File: config.mk
export PLATFORM = sky130hd
export DESIGN_NAME = if_fetch_stage_flat
export DESIGN_NICKNAME = d
export VERILOG_FILES = /design/src/rtl/if_fetch_stage_pkg.sv /design/src/rtl/if_fetch_stage_if.sv /design/src/rtl/if_fetch_stage_next_pc.sv /design/src/rtl/if_fetch_stage.sv /design/src/flat_wrapper.sv
export SDC_FILE = /design/constraint.sdc
export NUM_CORES = 1
export LEC_CHECK = 0
export CAP_MARGIN = 10
export CELL_PAD_IN_SITES_DETAIL_PLACEMENT = 1
export CELL_PAD_IN_SITES_GLOBAL_PLACEMENT = 1
export CORE_MARGIN = 2
export CORE_UTILIZATION = 37
export DETAILED_ROUTE_END_ITERATION = 10
export GPL_TIMING_DRIVEN = 0
export PLACE_DENSITY = 0.95
export REMOVE_ABC_BUFFERS = 1
export SYNTH_ARGS = -nofsm -noshare
export SYNTH_HDL_FRONTEND = slang
export SYNTH_HIERARCHICAL = 1
export SYNTH_SLANG_ARGS = --single-unit
File: constraint.sdc
create_clock -name clk -period 5 [get_ports clk]
set_clock_uncertainty 0.05 [all_clocks]
set_input_delay 0.5 -clock clk [delete_from_list [all_inputs] [get_ports clk]]
set_output_delay 0.5 -clock clk [all_outputs]
set_load 0.01 [all_outputs]
File: src/rtl/if_fetch_stage_pkg.sv
// Shared constants, fetch-state encoding and IF/ID field layout for the instruction-fetch stage.
package if_fetch_stage_pkg;

    localparam logic [31:0] RESET_VECTOR = 32'h8000_0000;
    localparam logic [31:0] IRQ_VECTOR   = 32'h8000_0004;
    localparam logic [31:0] EXC_VECTOR   = 32'h8000_0008;
    localparam logic [31:0] NOP_INSTR    = 32'h0000_0000;

    localparam int unsigned IF_ID_PC4_HI   = 63;
    localparam int unsigned IF_ID_PC4_LO   = 32;
    localparam int unsigned IF_ID_INSTR_HI = 31;
    localparam int unsigned IF_ID_INSTR_LO = 0;

    localparam logic [63:0] IF_ID_NOP = {32'h0000_0000, NOP_INSTR};

    typedef enum logic [1:0] {
        FETCH = 2'd0,
        DRAIN = 2'd1,
        HOLD  = 2'd2
    } fetch_state_e;

    // Bit 31 is the kernel-mode flag; sequential fetch never carries into it.
    function automatic logic [31:0] pc_plus4(input logic [31:0] pc);
        return {pc[31], pc[30:0] + 31'd4};
    endfunction

endpackage

File: src/rtl/if_fetch_stage_if.sv
// Redirect, instruction-memory and IF/ID signals of the fetch stage, bundled for its neighbours.
interface if_fetch_stage_if;

    logic        bubble;
    logic        PCSrcJ;
    logic        PCSrcJR;
    logic [31:0] jump_address;
    logic [31:0] jr_address;
    logic        IRQ_BACKUP;
    logic        exception;
    logic        branch_taken;
    logic [31:0] branch_address;
    logic [31:0] imem_rdata;
    logic        imem_valid;
    logic        imem_req;
    logic [31:0] imem_addr;
    logic [63:0] IF_ID;
    logic        IF_ID_valid;

    modport master (
        input  bubble, PCSrcJ, PCSrcJR, jump_address, jr_address, IRQ_BACKUP, exception,
        input  branch_taken, branch_address, imem_rdata, imem_valid,
        output imem_req, imem_addr, IF_ID, IF_ID_valid
    );

    modport slave (
        output bubble, PCSrcJ, PCSrcJR, jump_address, jr_address, IRQ_BACKUP, exception,
        output branch_taken, branch_address, imem_rdata, imem_valid,
        input  imem_req, imem_addr, IF_ID, IF_ID_valid
    );

endinterface

File: src/rtl/if_fetch_stage_next_pc.sv
// Next-PC priority mux: decides whether any redirect is active and which target wins.
module if_next_pc
    import if_fetch_stage_pkg::*;
(
    input  logic        i_bubble,
    input  logic        i_branch_taken,
    input  logic [31:0] i_branch_address,
    input  logic        i_exception,
    input  logic        i_irq_backup,
    input  logic        i_pcsrc_jr,
    input  logic [31:0] i_jr_address,
    input  logic        i_pcsrc_j,
    input  logic [31:0] i_jump_address,
    output logic        o_redirect,
    output logic [31:0] o_target
);

    logic w_id_redir;

    // Decode operands are stale during a stall, so its redirects are masked; execute's are not.
    assign w_id_redir = ~i_bubble & (i_exception | i_irq_backup | i_pcsrc_jr | i_pcsrc_j);
    assign o_redirect = i_branch_taken | w_id_redir;

    always_comb begin
        o_target = i_jump_address;
        if (i_branch_taken) begin
            o_target = i_branch_address;
        end else if (i_exception) begin
            o_target = EXC_VECTOR;
        end else if (i_irq_backup) begin
            o_target = IRQ_VECTOR;
        end else if (i_pcsrc_jr) begin
            o_target = i_jr_address;
        end
    end

endmodule

File: src/rtl/if_fetch_stage.sv
// Instruction-fetch stage: PC register, single-outstanding imem handshake and the IF/ID register.
module if_fetch_stage
    import if_fetch_stage_pkg::*;
(
    input  logic             clk,
    input  logic             reset,
    if_fetch_stage_if.master bus
);

    fetch_state_e r_state, w_state_nxt;
    logic [31:0]  r_pc, w_pc_nxt;
    logic [31:0]  r_tgt, w_tgt_nxt;
    logic [31:0]  r_hold, w_hold_nxt;
    logic [63:0]  r_if_id, w_if_id_nxt;
    logic         r_if_id_v, w_if_id_v_nxt;
    logic         w_redirect;
    logic [31:0]  w_target;
    logic [31:0]  w_pc_plus4;
    logic         w_imem_req;

    if_next_pc u_next_pc (
        .i_bubble         (bus.bubble),
        .i_branch_taken   (bus.branch_taken),
        .i_branch_address (bus.branch_address),
        .i_exception      (bus.exception),
        .i_irq_backup     (bus.IRQ_BACKUP),
        .i_pcsrc_jr       (bus.PCSrcJR),
        .i_jr_address     (bus.jr_address),
        .i_pcsrc_j        (bus.PCSrcJ),
        .i_jump_address   (bus.jump_address),
        .o_redirect       (w_redirect),
        .o_target         (w_target)
    );

    assign w_pc_plus4 = pc_plus4(r_pc);

    always_comb begin
        w_state_nxt   = r_state;
        w_pc_nxt      = r_pc;
        w_tgt_nxt     = r_tgt;
        w_hold_nxt    = r_hold;
        w_if_id_nxt   = r_if_id;
        w_if_id_v_nxt = r_if_id_v;
        w_imem_req    = 1'b1;

        unique case (r_state)
            FETCH: begin
                if (w_redirect) begin
                    w_if_id_nxt   = IF_ID_NOP;
                    w_if_id_v_nxt = 1'b0;
                    if (bus.imem_valid) begin
                        w_pc_nxt = w_target;
                    end else begin
                        w_tgt_nxt   = w_target;
                        w_state_nxt = DRAIN;
                    end
                end else if (bus.imem_valid) begin
                    if (!bus.bubble) begin
                        w_if_id_nxt   = {w_pc_plus4, bus.imem_rdata};
                        w_if_id_v_nxt = 1'b1;
                        w_pc_nxt      = w_pc_plus4;
                    end else begin
                        w_hold_nxt  = bus.imem_rdata;
                        w_state_nxt = HOLD;
                    end
                end else if (!bus.bubble) begin
                    w_if_id_nxt   = IF_ID_NOP;
                    w_if_id_v_nxt = 1'b0;
                end
            end
            HOLD: begin
                w_imem_req = 1'b0;
                if (w_redirect) begin
                    w_pc_nxt      = w_target;
                    w_if_id_nxt   = IF_ID_NOP;
                    w_if_id_v_nxt = 1'b0;
                    w_state_nxt   = FETCH;
                end else if (!bus.bubble) begin
                    w_if_id_nxt   = {w_pc_plus4, r_hold};
                    w_if_id_v_nxt = 1'b1;
                    w_pc_nxt      = w_pc_plus4;
                    w_state_nxt   = FETCH;
                end
            end
            DRAIN: begin
                // Keep presenting the old address until its response arrives; newest target wins.
                if (w_redirect) begin
                    w_tgt_nxt = w_target;
                end
                if (bus.imem_valid) begin
                    w_pc_nxt    = w_redirect ? w_target : r_tgt;
                    w_state_nxt = FETCH;
                end
                if (!bus.bubble || bus.branch_taken) begin
                    w_if_id_nxt   = IF_ID_NOP;
                    w_if_id_v_nxt = 1'b0;
                end
            end
            default: begin
                w_state_nxt = FETCH;
            end
        endcase
    end

    always_ff @(posedge clk) begin
        if (reset) begin
            r_state   <= FETCH;
            r_pc      <= RESET_VECTOR;
            r_tgt     <= 32'h0000_0000;
            r_hold    <= NOP_INSTR;
            r_if_id   <= IF_ID_NOP;
            r_if_id_v <= 1'b0;
        end else begin
            r_state   <= w_state_nxt;
            r_pc      <= w_pc_nxt;
            r_tgt     <= w_tgt_nxt;
            r_hold    <= w_hold_nxt;
            r_if_id   <= w_if_id_nxt;
            r_if_id_v <= w_if_id_v_nxt;
        end
    end

    assign bus.imem_req    = w_imem_req;
    assign bus.imem_addr   = r_pc;
    assign bus.IF_ID       = r_if_id;
    assign bus.IF_ID_valid = r_if_id_v;

endmodule

File: src/flat_wrapper.sv
// flat-port wrapper written by rule: the top's interface ports become plain ports
module if_fetch_stage_flat import if_fetch_stage_pkg::*;
  (clk, reset, bus_bubble, bus_PCSrcJ, bus_PCSrcJR, bus_jump_address, bus_jr_address, bus_IRQ_BACKUP, bus_exception, bus_branch_taken, bus_branch_address, bus_imem_rdata, bus_imem_valid, bus_imem_req, bus_imem_addr, bus_IF_ID, bus_IF_ID_valid);
  if_fetch_stage_if bus_i ();
  input  logic clk;
  input  logic reset;
  input wire logic [$bits(bus_i.bubble)-1:0] bus_bubble;
  input wire logic [$bits(bus_i.PCSrcJ)-1:0] bus_PCSrcJ;
  input wire logic [$bits(bus_i.PCSrcJR)-1:0] bus_PCSrcJR;
  input wire logic [$bits(bus_i.jump_address)-1:0] bus_jump_address;
  input wire logic [$bits(bus_i.jr_address)-1:0] bus_jr_address;
  input wire logic [$bits(bus_i.IRQ_BACKUP)-1:0] bus_IRQ_BACKUP;
  input wire logic [$bits(bus_i.exception)-1:0] bus_exception;
  input wire logic [$bits(bus_i.branch_taken)-1:0] bus_branch_taken;
  input wire logic [$bits(bus_i.branch_address)-1:0] bus_branch_address;
  input wire logic [$bits(bus_i.imem_rdata)-1:0] bus_imem_rdata;
  input wire logic [$bits(bus_i.imem_valid)-1:0] bus_imem_valid;
  output wire logic [$bits(bus_i.imem_req)-1:0] bus_imem_req;
  output wire logic [$bits(bus_i.imem_addr)-1:0] bus_imem_addr;
  output wire logic [$bits(bus_i.IF_ID)-1:0] bus_IF_ID;
  output wire logic [$bits(bus_i.IF_ID_valid)-1:0] bus_IF_ID_valid;
  assign bus_i.bubble = bus_bubble;
  assign bus_i.PCSrcJ = bus_PCSrcJ;
  assign bus_i.PCSrcJR = bus_PCSrcJR;
  assign bus_i.jump_address = bus_jump_address;
  assign bus_i.jr_address = bus_jr_address;
  assign bus_i.IRQ_BACKUP = bus_IRQ_BACKUP;
  assign bus_i.exception = bus_exception;
  assign bus_i.branch_taken = bus_branch_taken;
  assign bus_i.branch_address = bus_branch_address;
  assign bus_i.imem_rdata = bus_imem_rdata;
  assign bus_i.imem_valid = bus_imem_valid;
  assign bus_imem_req = bus_i.imem_req;
  assign bus_imem_addr = bus_i.imem_addr;
  assign bus_IF_ID = bus_i.IF_ID;
  assign bus_IF_ID_valid = bus_i.IF_ID_valid;
  if_fetch_stage u_core (.clk(clk), .reset(reset), .bus(bus_i));
endmodule
==> out/metrics.yaml <==
die_area_um2: 23710
ios: 235
cp_slowest_cell: "nand2_1"
critPathMaxStageDelay_ns: 0.88
drt_first_iter_violations: 498
hold_class: "register to register"
clk_path_buf_depth: 2
drc_errors: 0
cap_violations: 0
diodes: 0
yosys-top-cells-area: "dfxtp_1, nand2_1, a21oi_1"
grtUsageMet2_pct: 46.59
path_max_fanout: 44
chipWidth_um: 154.0
cts_buffers: 17
wire_per_inst_um: 20.04
rows: 54
fillCellCount: 2606
placed_cells: 1522
ant_nets: 0
cts_setup_buffers: 0
post-route-util_pct: 52.25
r2r_cells: 8
drive_above_1_share_pct: 5.259
status: "complete, no violations"
vias: 8918
synth_edf_count: 0
relSlewSlack_pct: 21.50
synth_cells: 1092
timing_hold_violations_final: 0
use_met1_pct: 29.23
first_global_vias: 9306
h-tree-depth: 4
syn_to_final_growth_pct: 37.83
setup-violations-final: 0
grt_max_degree: 73
final_cells: 1554
top_usage_layer: "met2"
report.final.slew_viol_count: 0
arrival_ns: 4.94
fmax_ghz: 0.2159
synth.distinct_cells: 67
setup_tns_ns: 0
synth_top_cell_area_share_pct: 39.20
cp-end-kind: "register"
grt_pass1_wl_um: 49080
synth.most_common_cell: "nand2_1"
clk_latency_ns: 0.43
overflow: 0
p_leak_nw: 4.027
place_congestion: 0.8477
num-nets-final: 1404
tightestPinTransition_ns: 1.173
critPathCapture: "u_core/bus.imem_addr[29]"
start_util_pct: 37.91
ys.warnings.count: 6
synth_common_cells: "nand2_1, dfxtp_1, a21oi_1"
viasPerCell: 5.739
grt_util_all_layers_pct: 25.86
yosys.area.top_type: "dfxtp_1"
reg2reg_slack_ns: 1.32
cts-root-buf: "clkbuf_16"
finalCritPeriodShare_pct: 92.65
rr_startpoint: "u_core/r_state[0]"
dr.pass1.iters: 5
hold_buffers: 0
power_density_nw_per_um2: 315.7
min_period_ns: 4.632
drt_wl_total_um: 31150
cts.sink_count: 163
antenna_found_initial: 0
io_buffers: 234
r2r-end: "u_core/bus.IF_ID[52]"
grt_setup_unrepaired: "false"
yosysSeqAreaShare_pct: 39.20
worstSetupPathType: "input port to register"
cts-resized-gates: 0
cts_tree: "yes"
peakVddDrop_mv: 0.2046
clk_pin_slew_ns: 0.07
async_flop_share_pct: 0
cp.required_ns: 5.31
grt_use_met3_pct: 8.117
syn_area_um2: 8324
synth-seq-cells: 163
path_cells: "buf_2, or3_4, o32a_2, buf_12, clkinv_1, nand2_1, nor2_1, a311o_1, a21oi_1"
holdWs_ns: 0.4031
crit_start: "bus_branch_taken"
cp-start-kind: "input port"
die_y_um: 154.0
hpwl_um: 21900
ys.flop_type: "dfxtp_1"
core_area_um2: 21960
avgSynthCellArea_um2: 7.623
## layout by cell type (no fill, tap or decap), types with 22 or more instances in the layout
cell | synthesis | final
a21oi_1 | 131 | 131
o21ai_0 | 45 | 45
clkdlybuf4s50_1 | 0 | 231
mux2i_1 | 43 | 43
a22oi_1 | 36 | 36
o21ai_1 | 32 | 31
nand3_1 | 22 | 22
nand2_1 | 220 | 220
nor3_1 | 50 | 49
dfxtp_1 | 163 | 163
nor2_1 | 70 | 70
## power by group
part           switching [W]  total, W  internal, W
clock network       0.000557   0.00129     0.000732
logic               0.000479  0.000867     0.000389
registers          0.0000909   0.00147      0.00137
## registers in the layout, summed over array words and instances, names as in the netlist
signal,cells
u_core/r_state,2
u_core/bus.IF_ID,64
u_core/r_tgt,32
u_core/r_hold,32
u_core/bus.imem_addr,32
u_core/bus.IF_ID_valid,1
## worst max-delay path, delay by kind of cell
kind | cells | cell delay (ns)
AND/OR/NAND/NOR | 3 | 1.72
buffers and inverters | 3 | 1.59
AO/OA/AOI/OAI | 3 | 1.08
## how the worst min path moves through the flow
stage	startpoint	end	depth (start not counted)
2_1_floorplan	u_core/r_tgt[0]	u_core/r_tgt[0]	2
3_3_place_gp	u_core/bus.IF_ID[51]	u_core/bus.IF_ID[51]	2
3_5_place_dp	u_core/bus.IF_ID[32]	u_core/bus.IF_ID[32]	2
4_1_cts	u_core/bus.IF_ID[32]	u_core/bus.IF_ID[32]	2
5_1_grt	u_core/r_hold[27]	u_core/r_hold[27]	2
6_report	u_core/bus.IF_ID[32]	u_core/bus.IF_ID[32]	2
## cell families after synthesis
group / count (synthesis) / synth area share [%]
flops: 163 / 39.20
xor+xnor: 24 / 2.525
mux: 48 / 5.847
fa+ha+maj: 5 / 0.7515
buf+inv: 111 / 5.772
compound gates: 316 / 23.13
simple gates: 425 / 22.77
## routing by layer
| layer | part of all wire (%) | wire (µm) | vias up |
|---|---|---|---|
| li1 | - | - | 4197 |
| met1 | 40 | 12330 | 4364 |
| met2 | 50 | 15640 | 308 |
| met3 | 8.0 | 2489 | 49 |
| met4 | 2.2 | 693 | 0 |
| met5 | 0 | 0 | - |
## through the flow
stage | instance area (µm²) | power (W) | setup WS [ns]
floorplan | 7896 | 0.001865 | 0.02183
global placement | 10590 | 0.002259 | -4.879
detailed placement | 10890 | 0.002346 | -0.01756
CTS | 11460 | 0.003645 | 0.4123
global route | 11470 | 0.003786 | 0.1206
finish | 11470 | 0.003622 | 0.3676
## final cells by class
| type | count | area (µm²) | area share (%) |
|---|---|---|---|
| Sequential cell | 163 | 3263 | 28.44 |
| Inverter | 14 | 52.55 | 0.4580 |
| Clock inverter | 13 | 136.4 | 1.189 |
| Multi-Input combinational cell | 818 | 4607 | 40.15 |
| Clock buffer | 18 | 429.2 | 3.740 |
| Timing Repair Buffer | 248 | 2635 | 22.97 |
| Tap cell | 280 | 350.3 | 3.053 |
Power figures use the tool's default switching activity.
